**src/rtl/sdram_pkg.sv**
```systemverilog
// Shared types for the SDRAM ROM loader: write FSM states and FIFO entry.
package sdram_pkg;

  typedef enum logic [1:0] {
    ST_IDLE,
    ST_REQ,
    ST_GAP
  } wr_state_t;

  typedef struct packed {
    logic [26:1] addr;
    logic [15:0] data;
    logic [1:0]  be;
  } fifo_entry_t;

  localparam logic [1:0] BE_LO   = 2'b01;
  localparam logic [1:0] BE_HI   = 2'b10;
  localparam logic [1:0] BE_FULL = 2'b11;

endpackage

```
**src/rtl/sync_fifo.sv**
```systemverilog
// Synchronous FIFO with registered count; accepts up to two pushes
// per cycle (slot 0 is written first) and one pop.
module sync_fifo #(
  parameter int WIDTH = 8,
  parameter int DEPTH = 4
) (
  input  logic                     clk,
  input  logic                     rst,
  input  logic                     wr0,
  input  logic [WIDTH-1:0]         din0,
  input  logic                     wr1,
  input  logic [WIDTH-1:0]         din1,
  input  logic                     rd,
  output logic [WIDTH-1:0]         dout,
  output logic [$clog2(DEPTH):0]   count,
  output logic                     empty
);

  localparam int AW = $clog2(DEPTH);

  logic [WIDTH-1:0] mem [DEPTH];
  logic [AW-1:0]    wptr;
  logic [AW-1:0]    wptr1;
  logic [AW-1:0]    rptr;
  logic [AW:0]      n_in;

  assign wptr1 = wptr + AW'(wr0);
  assign n_in  = {{AW{1'b0}}, wr0} + {{AW{1'b0}}, wr1};
  assign dout  = mem[rptr];
  assign empty = (count == '0);

  always_ff @(posedge clk) begin
    if (wr0) mem[wptr] <= din0;
    if (wr1) mem[wptr1] <= din1;
  end

  always_ff @(posedge clk) begin
    if (rst) begin
      wptr  <= '0;
      rptr  <= '0;
      count <= '0;
    end else begin
      wptr  <= wptr + AW'(wr0) + AW'(wr1);
      rptr  <= rptr + AW'(rd);
      count <= count + n_in - {{AW{1'b0}}, rd};
    end
  end

endmodule

```
**src/rtl/sdram_rom_loader.sv**
```systemverilog
// Packs download bytes into 16-bit SDRAM writes and feeds them to the
// controller's write channel through a small FIFO and a req/ack FSM.
module sdram_rom_loader
  import sdram_pkg::*;
#(
  parameter int          FIFO_DEPTH = 4,
  parameter logic [25:0] BASE_ADDR  = 26'h0
) (
  input  logic        clk,
  input  logic        init,
  input  logic        ioctl_download,
  input  logic        ioctl_wr,
  input  logic [26:0] ioctl_addr,
  input  logic [7:0]  ioctl_dout,
  output logic        ioctl_wait,
  output logic [26:1] ch3_addr,
  output logic [15:0] ch3_din,
  output logic [1:0]  ch3_be,
  output logic        ch3_req,
  output logic        ch3_rnw,
  input  logic        ch3_ready,
  output logic        busy,
  output logic        done,
  output logic [23:0] words_written
);

  localparam int CW = $clog2(FIFO_DEPTH) + 1;

  logic        dl_q;
  logic        dl_rise;
  logic        pend_valid;
  logic        pend_live;
  logic [26:0] pend_addr;
  logic [7:0]  pend_data;
  logic        pair;
  logic        flush;
  logic        odd_push;
  logic [25:0] new_waddr;
  logic [25:0] pend_waddr;

  fifo_entry_t pair_e;
  fifo_entry_t flush_e;
  fifo_entry_t odd_e;
  fifo_entry_t push0;
  fifo_entry_t head;
  logic        wr0;
  logic        wr1;
  logic        pop;
  logic        ack;
  logic        done_cond;
  logic [CW-1:0] count;
  logic        empty;

  wr_state_t state;
  wr_state_t state_n;

  assign ch3_rnw    = 1'b0;
  assign ioctl_wait = (count >= CW'(FIFO_DEPTH - 1));

  assign dl_rise    = ioctl_download & ~dl_q;
  assign pend_live  = pend_valid & ~dl_rise;
  assign new_waddr  = BASE_ADDR + ioctl_addr[26:1];
  assign pend_waddr = BASE_ADDR + pend_addr[26:1];

  // A held even byte leaves either paired with its odd neighbour or alone
  // (be=01) when anything else arrives or the download window closes.
  assign pair     = ioctl_wr & pend_live
                  & (ioctl_addr == pend_addr + 27'd1);
  assign flush    = pend_live & ~pair
                  & (ioctl_wr | ~ioctl_download);
  assign odd_push = ioctl_wr & ioctl_addr[0] & ~pair;

  assign pair_e  = '{addr: new_waddr,
                     data: {ioctl_dout, pend_data},
                     be:   BE_FULL};
  assign flush_e = '{addr: pend_waddr,
                     data: {8'h00, pend_data},
                     be:   BE_LO};
  assign odd_e   = '{addr: new_waddr,
                     data: {ioctl_dout, 8'h00},
                     be:   BE_HI};

  assign wr0   = pair | flush | odd_push;
  assign wr1   = flush & odd_push;
  assign push0 = pair  ? pair_e  :
                 flush ? flush_e : odd_e;

  sync_fifo #(
    .WIDTH($bits(fifo_entry_t)),
    .DEPTH(FIFO_DEPTH)
  ) u_fifo (
    .clk  (clk),
    .rst  (init),
    .wr0  (wr0),
    .din0 (push0),
    .wr1  (wr1),
    .din1 (odd_e),
    .rd   (pop),
    .dout (head),
    .count(count),
    .empty(empty)
  );

  always_ff @(posedge clk) begin
    if (init) begin
      dl_q       <= 1'b0;
      pend_valid <= 1'b0;
      pend_addr  <= '0;
      pend_data  <= '0;
    end else begin
      dl_q <= ioctl_download;
      if (dl_rise | pair | flush) pend_valid <= 1'b0;
      if (ioctl_wr & ~ioctl_addr[0]) begin
        pend_valid <= 1'b1;
        pend_addr  <= ioctl_addr;
        pend_data  <= ioctl_dout;
      end
    end
  end

  always_ff @(posedge clk) begin
    if (init) state <= ST_IDLE;
    else      state <= state_n;
  end

  always_comb begin
    state_n = state;
    pop     = 1'b0;
    unique case (state)
      ST_IDLE: begin
        if (!empty) begin
          pop     = 1'b1;
          state_n = ST_REQ;
        end
      end
      ST_REQ:  if (ch3_ready) state_n = ST_GAP;
      ST_GAP:  state_n = ST_IDLE;
      default: state_n = ST_IDLE;
    endcase
  end

  assign ack       = (state == ST_REQ) & ch3_ready;
  assign done_cond = busy & ~ioctl_download & ~pend_valid
                   & empty & (state == ST_IDLE);

  always_ff @(posedge clk) begin
    if (init) begin
      ch3_req  <= 1'b0;
      ch3_addr <= '0;
      ch3_din  <= '0;
      ch3_be   <= '0;
    end else begin
      if (pop) begin
        ch3_req  <= 1'b1;
        ch3_addr <= head.addr;
        ch3_din  <= head.data;
        ch3_be   <= head.be;
      end
      if (ack) ch3_req <= 1'b0;
    end
  end

  always_ff @(posedge clk) begin
    if (init) begin
      busy          <= 1'b0;
      done          <= 1'b0;
      words_written <= '0;
    end else begin
      done <= done_cond & ~dl_rise;
      if (dl_rise)        busy <= 1'b1;
      else if (done_cond) busy <= 1'b0;
      if (dl_rise)  words_written <= {23'd0, ack};
      else if (ack) words_written <= words_written + 24'd1;
    end
  end

endmodule

```
**config.mk**
```make
export PLATFORM = sky130hd
export DESIGN_NAME = sdram_rom_loader
export DESIGN_NICKNAME = d
export VERILOG_FILES = /design/src/rtl/sdram_pkg.sv /design/src/rtl/sync_fifo.sv /design/src/rtl/sdram_rom_loader.sv
export SDC_FILE = /design/constraint.sdc
export NUM_CORES = 1
export LEC_CHECK = 0
export ABC_AREA = 1
export BUFFER_PORTS_ARGS = -buffer_cell sky130_fd_sc_hd__buf_4
export CAP_MARGIN = 5
export CORE_ASPECT_RATIO = 0.5
export CORE_MARGIN = 1
export CORE_UTILIZATION = 30
export CTS_BUF_LIST = sky130_fd_sc_hd__clkbuf_4 sky130_fd_sc_hd__clkbuf_8
export CTS_CLUSTER_DIAMETER = 80
export DETAILED_ROUTE_END_ITERATION = 16
export GPL_ROUTABILITY_DRIVEN = 0
export HOLD_SLACK_MARGIN = 0.15
export PLACE_DENSITY_LB_ADDON = 0.08
export RECOVER_POWER = 50
export SYNTH_ARGS = -nofsm -noshare
export SYNTH_HDL_FRONTEND = slang
export SYNTH_SLANG_ARGS = --single-unit
```
**constraint.sdc**
```tcl
create_clock -name clk -period 5 [get_ports clk]
set_input_delay 1 -clock clk [delete_from_list [all_inputs] [get_ports clk]]
set_output_delay 1 -clock clk [all_outputs]
set_load 0.02 [all_outputs]
```
**Word level (Yosys, flattened, before mapping)**

Memory sizes are Yosys's and may differ from the RTL's. A register that Yosys moved wholly into a read port is not among the register bits.
Cells that the tools add are included.

- Memory bits (writable): 176
- Logic and storage cells: 79
- Memories kept: 1
- Flip-flop bits (word level): 73
- Input port bits: 40

- $add $sub $neg: 8
- Equality and inequality tests: 4
- Bitwise operators: 27
- Muxes and demuxes: 17
- Order comparisons: 1
- Reduce and logical (&&, ||, !) cells: 8

Memory list:

| memory | words | bits a word | rd ports | clocked after Yosys merged registers in | write ports | RTL line | RTL |
|---|---|---|---|---|---|---|---|
| u_fifo.mem | 4 | 44 | 1 | 1 | 2 | sync_fifo.sv:21 | `logic [WIDTH-1:0] mem [DEPTH];` |

Operators with widths:

| kind | count |
|---|---|
| 2-to-1 mux 44 bit | 2 |
| adder 27 x 1 -> 27 bit (second input constant) | 1 |
| == test 27 bit | 1 |
| adder 24 x 1 -> 24 bit (second input constant) | 1 |
| bitwise AND 1 bit | 16 |
| 2-to-1 mux 1 bit | 12 |
| adder 2 x 1 -> 2 bit | 3 |
| NOT 1 bit | 6 |
| nonzero test 2 bit | 3 |
| bitwise OR 1 bit | 5 |
| 2-to-1 mux 2 bit | 2 |
| inequality test 2 bit (second input constant) | 2 |
| one-hot mux 2 bit (2 select lines) | 1 |
| OR reduction 2 bit | 2 |
| adder 3 bit | 1 |
| greater-or-equal comparator 3 x 2 -> 1 bit (second input constant) | 1 |
| logical NOT 3 bit | 1 |
| subtractor 3 x 1 -> 3 bit | 1 |
| adder 1 x 1 -> 2 bit | 1 |
| == test 2 x 1 -> 1 bit (second input constant) | 1 |
| logical NOT 2 bit | 1 |
| AND reduction 2 bit | 1 |

**Depth between registers and ports, before layout**

Gate-level depths: netlist of run 1.

- Depth in word-level cells: 14
- Depth in mapped cells: 22
- Depth with buffers taken out: 21

**Hierarchy**

From an unflattened synthesis of run 1, not the netlist that was laid out.

- Cells, all modules: 2,048
- Area, all modules: 15,623.7 µm²

By module, submodules not included:

| module | cells each | area each (µm²) | instances | sequential area each (µm²) |
|---|---|---|---|---|
| sync_fifo | 1,155 | 9,799.4 | 1 | 5,425.2 |
| sdram_rom_loader | 893 | 5,824.3 | 1 | 2,202.1 |

**Worst setup path before layout of run 1**

No wires, ideal clock.

- Path type: input -> register
- From: input ioctl_download
- To: memory u_fifo.mem[0][10] (netlist name), enable pin
- Data arrival time: 3.732 ns
- Library setup time: 0.392 ns
- Stages: 15
- Setup slack: 0.876 ns
- Data required time: 4.608 ns
- Path through: nand2_1 nand2_1 inv_2 o21ai_0 inv_1 nor2_1 inv_2 ha_1 xnor2_1 inv_1 nor2_1 nand4_1 buf_4 buf_4 nand2_1

RTL lines:

| what | RTL line | RTL |
|---|---|---|
| start: declaration | sdram_rom_loader.sv:11 | `input logic ioctl_download,` |
| end: declaration | sync_fifo.sv:21 |  |

==> flow_results.org, run 1 <==
** Status
- The flow ran to the end, but the final reports show violations.
- The checks that failed: capacitance limit, slew limit.

** Global routing
- Entering global routing, the biggest net connects 92 pins.
- Overall track demand over capacity in global routing :: a little under a fifth
- Wire length of the first global-routing pass :: 75,800 um
- Sum of overflow across all layers after global routing :: 0
- Initial antenna violation count :: 0
- Number of global-route vias before repair :: approximately 13,000

** Clock tree
- Number of buffers created by CTS :: 49
- Root buffer cell :: sky130_fd_sc_hd__clkbuf_8
- CTS tree :: done
- For this design, the sink count on the clock tree is 293.
- For this design, the CTS-stage hold fixing added 0 buffers.
- Clock-pin slew of the registers on the worst-case setup and hold paths :: 0.08 ns
- Resized cells post-CTS :: 0
- Clock latency on the worst-skew pair :: between 0.6 and 0.7 ns
- Clock tree buffer depth :: 3
- The H-tree was split into 2 levels.
- After clock tree synthesis, the setup repair step added 0 buffers.

** Cells and area
- Synthesis-to-layout area growth :: 13.69%
- Inserted Diodes :: 0
- The post-route netlist has 10.01% of its cells at a drive strength greater than 1.
- The net count of the finished layout is roughly 2,100.

** STA
- The final critical path takes up between 80 and 90% of the cycle.
- Least-Margin Pin Slew :: 2.238 ns
- Timing would allow up to 0.2353 GHz.
- Setup violations remaining at the end of the flow were counted as 0.
- On the final layout, the worst clock skew is 0.02787 ns.
- The worst path in the final design needs a cycle of 4.249 ns, including I/O delays and setup.
- Setup slack on the critical path of the routed design comes to about 0.75 ns.
- Setup repair after global routing missed its margin :: no
- Setup TNS :: 0 ns
- Worst rel slew slack :: -49.20%
- The number of max-slew violations in the final report came to 143.
- Final hold violation count :: 0

** Drt
- After detailed routing, no signal wire sits above met4.
- Detailed-route wire length per cell :: 17.52 um
- Met3 wirelength from detailed routing :: 2061 um
- Total Routed Length :: about 48,000 um
- Overall via count from detail_route :: 13,208
- For this run, the detailed router's first-pass iteration total came to 5.
- Once detail routing completed, the nets flagged for antenna violations numbered 0.
- The first routing iteration left 734 violations.
- After detailed routing, the wire length on met1 is 24,160 um.
- In the routed layout, each cell is associated on average with a via count of 4.861.
- After detailed routing, the number of remaining DRC violations is 0.
- Length of routed met2 wiring :: 20,770 um

** Logic synthesis
- Portion of the post-synthesis area used by sequential elements :: 48.05%
- Number of enable-type register cells in the synthesized netlist :: 136
- The synthesized design devotes to its leading area cell type 27.15% of total area.
- Cells taking the most area after synthesis :: sky130_fd_sc_hd__edfxtp_1 27%, sky130_fd_sc_hd__dfxtp_1 21%, sky130_fd_sc_hd__nand2_1 13%
- Dividing the synthesized area by the synthesized cell count gives 7.603 sq um.
- Post-Synthesis Net Count :: 2,026
- In the synthesized netlist the dominant register cell turns out to be sky130_fd_sc_hd__dfxtp_1.
- Top cells by count, synth :: 516 x sky130_fd_sc_hd__nand2_1, 272 x sky130_fd_sc_hd__nor2_1, 195 x sky130_fd_sc_hd__o21ai_0
- Synth Register Bits :: 293
- Counting every instance in the synthesized netlist gives 1,978.
- Synthesis instantiated 42 different standard cells from the library.
- After synthesis, the share of flip-flops with an asynchronous set or reset is 0%.
- Number of warning messages in the yosys log :: 0
- Most common cell in the synthesized netlist :: sky130_fd_sc_hd__nand2_1
- Post-synthesis cell area :: roughly 15,000 sq um
- Yosys top cell by area :: sky130_fd_sc_hd__edfxtp_1

** Worst setup path
- For the worst setup path, the data required time is approximately 5.3 ns.
- Critical path class :: flip-flop to flip-flop
- Biggest fanout along the worst timing path :: 18
- At the worst endpoint, the arrival time is 4.56 ns.
- STA classifies the critical path startpoint as a flip-flop.
- Endpoint class of the critical path :: flip-flop
- Flop2flop setup slack :: about 0.75 ns

** Placement
- Buffers placed on the I/O ports in this run total 111.
- Before CTS, the worst setup slack after placement is 0.6663 ns.
- Detailed placement finished with a half-perimeter wire length of 29,320 um.

** Pwr
- Net switching share of the total power :: between 30% and 40%
- Internal power :: 4606 uW
- Worst ir drop on vdd :: 0.0002020 V
- For this design the total switching power over the nets is 2538 uW.
- Combinational logic is responsible for 25.1% of the overall power.
- In this run, flip-flops and latches consume 41.4% of the power.
- In this run, the clock network consumes ~34% of the power.
- Power spread over the standard cell area amounts to 417.8 nW/um^2.
- Leak Pwr :: between 0.006 and 0.007 uW

** Floorplan
- The floorplan step defined a die boundary enclosing between 50,000 and 60,000 sq um.
- Die outline height :: 160.3 um
- The floorplan step set the die width to 318.6 um.
- Cell row count :: 57
- During I/O placement, the number of pins put on the boundary was 113.
- Starting utilization of the core area :: 30.70%
- The core region is 49,000 sq um.

** Worst hold path
- The tightest min-delay check is of the flip-flop to flip-flop type.

** Job
- Across the run, the number of max-cap violations was 2.
[cell usage in the layout, fill, tap and decap left out, drive strengths merged, types with 7 or more instances in the layout]
master / instances
nand2: 533
nor2: 281
o21ai: 196
clkbuf: 162
dfxtp: 157
inv: 154
nand4: 144
edfxtp: 136
a21oi: 63
buf: 61
a31oi: 46
nand3: 37
xor2: 20
xnor2: 18
o211ai: 11
clkinv: 11
nor3: 9
ha: 7
[final cells by class]
type / instances / area, sq um
inverters: 159 / 601.8
clock buffers: 84 / 1025
multi-input cells: 1385 / 6598
repair buffers: 139 / 768.2
clock inverters: 8 / 62.56
flip-flops and latches: 293 / 7232
well taps: 649 / 812.0
fillers: 5252 / 31900
[routing by layer]
| metal | vias to the layer above | global-route usage [%] |
|---|---|---|
| li1 | 6687 | - |
| met1 | 6211 | 27.03 |
| met2 | 253 | 29.61 |
| met3 | 57 | 3.039 |
| met4 | 0 | 3.865 |
| met5 | - | 0 |
[sequential cells by signal (all words and copies together) (netlist names)]
signal / cells
u_fifo.mem: 176
pend_addr: 27
ch3_addr: 26
words_written: 24
ch3_din: 16
pend_data: 8
u_fifo.count: 3
ch3_be: 2
state: 2
u_fifo.rptr: 2
u_fifo.wptr: 2
busy: 1
ch3_req: 1
dl_q: 1
done: 1
pend_valid: 1
[critical path, stage by stage (launching register included)]
cell and delay, ns:
sky130_fd_sc_hd__dfxtp_1 0.42, sky130_fd_sc_hd__ha_1 0.25, sky130_fd_sc_hd__nand3_1 0.18, sky130_fd_sc_hd__nor2_1 0.22
sky130_fd_sc_hd__nand3_1 0.12, sky130_fd_sc_hd__nor2_1 0.30, sky130_fd_sc_hd__nand2_1 0.09, sky130_fd_sc_hd__nand2_1 0.07
sky130_fd_sc_hd__nand2_1 0.06, sky130_fd_sc_hd__clkinv_1 0.04, sky130_fd_sc_hd__nand2_1 0.05, sky130_fd_sc_hd__nor2_1 0.25
sky130_fd_sc_hd__nand3_2 0.40, sky130_fd_sc_hd__buf_4 0.36, sky130_fd_sc_hd__nand4_1 0.15, sky130_fd_sc_hd__clkbuf_1 0.80
sky130_fd_sc_hd__a21oi_1 0.18
[power by group through the flow]
stage | clock network, uW | logic [uW] | registers, uW
finish | 2390 | 1790 | 2960
global route | 2580 | 2040 | 3000
floorplan | 0 | 1100 | 3100
detailed placement | 0 | 1930 | 3010
global placement | 0 | 1930 | 3010
CTS | 2480 | 1940 | 2960
[cell families (layout without fill, tap and decap cells)]
| family | count (synthesis) | count (layout) | synth area share (%) |
|---|---|---|---|
| xor gates and xnor gates | 38 | 38 | 2.213 |
| adders and majority gates | 8 | 8 | 0.7155 |
| other | 1 | 1 | 0.02493 |
| DFF | 293 | 293 | 48.05 |
| AOI/OAI and AO/OA | 323 | 323 | 11.67 |
| and+or+nand+nor | 1015 | 1015 | 29.04 |
| buffers and inverters | 300 | 390 | 8.278 |
[path summary, 6_finish.rpt]
kind              cells past startpoint                 to               from
setup / recovery                     16  u_fifo.mem[2][10]       pend_addr[1]
hold / removal                        1  words_written[23]  words_written[23]
setup reg to reg                     16  u_fifo.mem[2][10]       pend_addr[1]
hold reg to reg                       1  words_written[23]  words_written[23]
[metrics by stage]
step / cell area (sq um) / hold slack (ns) / utilization, % / total power [uW] / cells
global route: 17100 / 0.4938 / 34.90 / 7615 / 2717
finish: 17100 / 0.4703 / 34.90 / 7144 / 2717
floorplan: 15040 / 0.4383 / - / 4202 / 1978
global placement: 16310 / 0.4606 / 33.30 / 4943 / 2625
CTS: 17400 / 0.4827 / 35.51 / 7381 / 2717
detailed placement: 16310 / 0.4633 / 33.30 / 4943 / 2625
(Power assumes the default switching activity.)
==> inputs of run 2 (changes only) <==
--- a/config.mk
+++ b/config.mk
@@ -5,7 +5,7 @@
 export SDC_FILE = /design/constraint.sdc
 export NUM_CORES = 1
 export LEC_CHECK = 0
-export ABC_AREA = 1
+export ABC_AREA = 0
 export BUFFER_PORTS_ARGS = -buffer_cell sky130_fd_sc_hd__buf_4
 export CAP_MARGIN = 5
 export CORE_ASPECT_RATIO = 0.5
==> constraint.sdc (replaced) <==
create_clock -name clk -period 3.85 [get_ports clk]
set_input_delay 0.77 -clock clk [delete_from_list [all_inputs] [get_ports clk]]
set_output_delay 0.77 -clock clk [all_outputs]
set_load 0.02 [all_outputs]
==> run 2 against run 1 <==
- the flow now finishes without violations
- die area grew 0.73%
- maximum frequency increased by 18%
- flip-flop and latch count stayed put
- total power increased by 25%
- worst hold slack got worse by 0.020 ns
- clock skew hardly changed
- critical path type unchanged
- critical endpoint is now u_fifo.mem[1][12]
==> flow_results.org, run 2 <==
** STA
- Post-Route Skew :: 0.02791 ns (+0.00004080 ns)
- Least-Margin Pin Slew :: 1.470 ns (-0.7681 ns)
- The final-layout setup total negative slack is 0 ns (unchanged).
- The number of hold violations in the final report was 0 (unchanged).
- Maximum operating frequency :: 0.2788 GHz (+18%)
- Count of pins over their slew limit :: 0 (-100%)
- Tcrit/Tclk final :: 93.16% (+8.2 points)
- Setup repair after global routing left no endpoint under its margin.
- Worst rel slew slack :: 2.012% (+51 points)
- Setup violations, final :: 0 (unchanged)
- The final critical delay including setup and external delays came to 3.587 ns (-0.6629 ns).

** Worst setup path
- Kind of cell adding the most delay to the critical path :: simple AND/OR/NAND/NOR gates
- Slowest cell delay on critical path :: 0.48 ns (-0.32 ns)
- The largest fanout of any net on the critical path was 14 (-4).
- Buffers plus inverters on the worst setup path :: 3 (unchanged)
- The data arrival time at the worst-slack endpoint came to 3.88 ns (-0.68 ns).
- Data required time of the worst path :: 4.15 ns (-1.16 ns)
- CP Launch Type :: flip-flop
- The worst setup path is captured at a flip-flop.
- The slowest stage of the critical path is the sky130_fd_sc_hd__or4_1 cell.
- List of cells traversed by the critical path :: ha_1 -> nand4_1 -> or4_1 -> a2111o_1 -> nor4_4 -> clkbuf_4 -> nand2_2 -> buf_4 -> nand2_1 -> clkbuf_1 -> a21boi_0
- Critical path class :: flip-flop to flip-flop

** Floorplan
- The height of the chip is 160.9 um (+0.36%).
- Top-level port count :: 113 (unchanged)
- The cell row count came to 57 (unchanged).
- The area of the die is 51,460 sq um (+0.73%).
- Starting utilization of the core area :: 30.79% (+0.093 points)
- The core area was 49,210 sq um (+0.44%).
- The die span in x is 319.8 um (+0.37%).

** Cells and area
- The library cell used most frequently in the layout, excluding fill and tap cells, is sky130_fd_sc_hd__nand2_1.
- More flip-flops sit in one register than any other, and that register is u_fifo.mem.
- Number of flip-flops under the largest register name :: 176 (unchanged)
- Synthesis-to-layout area growth :: 15.24%
- Post-layout nets :: 1,664 (-20%)
- Share of layout cells above drive strength 1 :: 16.07% (+6.1 points)
- The diode insertion count for antenna repair is 0 (unchanged).
- Post-route insts no fill :: 2,304 (-15%)
- Most frequent cells in the layout :: 305 x sky130_fd_sc_hd__nand2_1, 193 x sky130_fd_sc_hd__a21oi_1, 155 x sky130_fd_sc_hd__dfxtp_1
- The number of filler instances in the final layout was 4,963 (-5.5%).
- In the final layout, the registers with the most flip-flops are u_fifo.mem (176), pend_addr (27), ch3_addr (26).

** Clock tree
- The clock-pin slew on the worst setup and hold paths was 0.06 ns (-0.02 ns).
- CTS tree :: done
- Postcts setup bufs :: 0 (unchanged)
- Root buffer cell :: sky130_fd_sc_hd__clkbuf_8
- Clock tree buffer depth :: 3 (unchanged)
- # H-tree levels :: 2 (unchanged)
- The worst-skew pair later-pin latency was 0.60 ns (about the same).
- The clock sink count was 293 (unchanged).
- Number of buffers created by CTS :: 49 (unchanged)

** Placement
- DPL Wire Length :: 29,810 um (+1.7%)
- Total placed cells including tap cells :: 2,214 (-16%)
- Count of port buffers added during placement :: 111 (unchanged)

** Drt
- The count of unresolved DRC violations after routing was 0 (unchanged).
- The detailed-router iteration count before antenna repair was 6 (+1).
- The number of vias per cell after detailed routing is 5.537 (+14%).
- Post-route ant nets :: 0 (unchanged)
- Overall via count from detail_route :: 12,758 (-3.4%)
- Detailed-route wire length per cell :: 21.81 um (+24%)
- The detailed router's first-iteration violation count is 1,159 (+58%).
- Total Routed Length :: 50,250 um (+5.5%)

** Pwr
- Leak Pwr :: 0.005647 uW (-18%)
- The total power density per cell area is 510.0 nW/um^2 (+22%).
- The peak supply drop was 0.0004320 V (+110%).

** Logic synthesis
- The netlist area before placement came to 15,150 sq um (+0.74%).
- Number of warning messages in the yosys log :: 0 (unchanged)
- The flop and latch count out of synthesis came to 293 (unchanged).
- Distinct cell type count after synthesis :: 65 (+55%)
- Yosys top cell by area :: sky130_fd_sc_hd__edfxtp_1
- The total nets after synthesis is 1,609 (-21%).
- Most common cell in the synthesized netlist :: sky130_fd_sc_hd__nand2_1
- For this run, the leading register cell type out of synthesis is sky130_fd_sc_hd__dfxtp_1.
- The fraction of post-synthesis cell area in the top cell type by area was 26.96% (-0.20 points).
- Portion of the post-synthesis area used by sequential elements :: 47.70% (-0.35 points)
- Async set or reset register ratio after synthesis :: 0% (unchanged)
- Counting instances in the post-synthesis netlist gives the leading cell types as 305 x sky130_fd_sc_hd__nand2_1, 193 x sky130_fd_sc_hd__a21oi_1, 157 x sky130_fd_sc_hd__dfxtp_1.
- After synthesis, the cell types taking the most area are sky130_fd_sc_hd__edfxtp_1 27%, sky130_fd_sc_hd__dfxtp_1 21%, sky130_fd_sc_hd__nand2_1 7.6%.
- Syn Inst Count :: 1,561 (-21%)
- The post-synthesis average cell area came to 9.706 sq um (+28%).
- Number of enable-type register cells in the synthesized netlist :: 136 (unchanged)

** Global routing
- Initial antenna violation count :: 0 (unchanged)
- The total grt overflow is 0 (unchanged).
- Maximum number of pins on one net before global-route repair :: 57 (-38%)
- The first-pass GRT wire length came to 77,200 um (+1.9%).
- The total track usage is 19.33% (+0.55 points).
- Number of global-route vias before repair :: 12,650 (-2.4%)

** Status
- Status :: completed

** Worst hold path
- The min-delay analysis places its worst path in the category flip-flop to flip-flop.

** Job
- Max capacitance violation total :: 0 (-2)
==> run 2: layout make-up <==
| cell class | count | area (sq um) | share of cell area [%] |
|---|---|---|---|
| clock inverter | 12 | 110.1 | 0.6306 |
| clock buffer | 78 | 979.7 | 5.611 |
| tap | 649 | 812.0 | 4.651 |
| sequential | 293 | 7234 | 41.43 |
| timing repair buffer | 173 | 1104 | 6.320 |
| inverter | 17 | 63.81 | 0.3655 |
| multi-input combinational | 1082 | 7157 | 40.99 |
==> run 2: final timing paths <==
kind                          from           endpoint  slack [ns]  cells after the start
setup reg to reg      pend_addr[0]  u_fifo.mem[1][12]        0.26                     11
hold / removal    u_fifo.mem[1][0]   u_fifo.mem[1][0]        0.45                      1
setup / recovery      pend_addr[0]  u_fifo.mem[1][12]        0.26                     11
hold reg to reg   u_fifo.mem[1][0]   u_fifo.mem[1][0]        0.45                      1
==> run 2: repair_timing <==
action	4_1_cts	5_1_grt
hold buffers	0	0
setup endpoints to repair	0	1
gates resized for setup	0	1
==> run 2: cells by family (layout without fill, tap and decap cells) <==
family	Yosys count	after routing	synth area share [%]
AOI/OAI and AO/OA	418	418	19.09
xor gates and xnor gates	57	57	3.295
adders and majority gates	8	8	0.7102
buffers and inverters	186	280	5.492
DFF	293	293	47.70
muxes	46	46	6.673
other	1	1	0.02475
and+or+nand+nor	552	552	17.01
==> run 2: per-stage QoR <==
| step | util (%) | total power, uW | setup WS, ns | area (sq um) | hold slack [ns] |
|---|---|---|---|---|---|
| floorplan | - | 5154 | 0.1507 | 15150 | 0.4211 |
| global placement | 33.89 | 6002 | 0.09366 | 16680 | 0.4336 |
| detailed placement | 33.89 | 6028 | 0.04729 | 16680 | 0.4438 |
| CTS | 36.10 | 9176 | 0.2294 | 17770 | 0.4336 |
| global route | 35.48 | 9376 | 0.03729 | 17460 | 0.4421 |
| finish | 35.48 | 8904 | 0.2634 | 17460 | 0.4500 |
==> run 2: routing by layer <==
layer	wire (um)	vias to the layer above	global-route usage [%]
li1	-	5862	-
met1	23260	6352	27.04
met2	22680	471	30.81
met3	3383	73	3.317
met4	913	0	5.179
met5	0	-	0
==> run 2: power breakdown <==
part | internal (uW) | switching [uW] | total [uW]
sequential | 3550 | 311 | 3860
clock | 1750 | 1380 | 3120
combinational | 702 | 1210 | 1920
total | 6000 | 2900 | 8900
==> run 2: worst reg2reg max path, cell delays in order, from the launching register on <==
cell	delay (ns)
sky130_fd_sc_hd__dfxtp_1	0.34
sky130_fd_sc_hd__ha_1	0.26
sky130_fd_sc_hd__nand4_1	0.24
sky130_fd_sc_hd__or4_1	0.49
sky130_fd_sc_hd__a2111o_1	0.44
sky130_fd_sc_hd__nor4_4	0.36
sky130_fd_sc_hd__clkbuf_4	0.21
sky130_fd_sc_hd__nand2_2	0.05
sky130_fd_sc_hd__buf_4	0.21
sky130_fd_sc_hd__nand2_1	0.11
sky130_fd_sc_hd__clkbuf_1	0.41
sky130_fd_sc_hd__a21boi_0	0.19
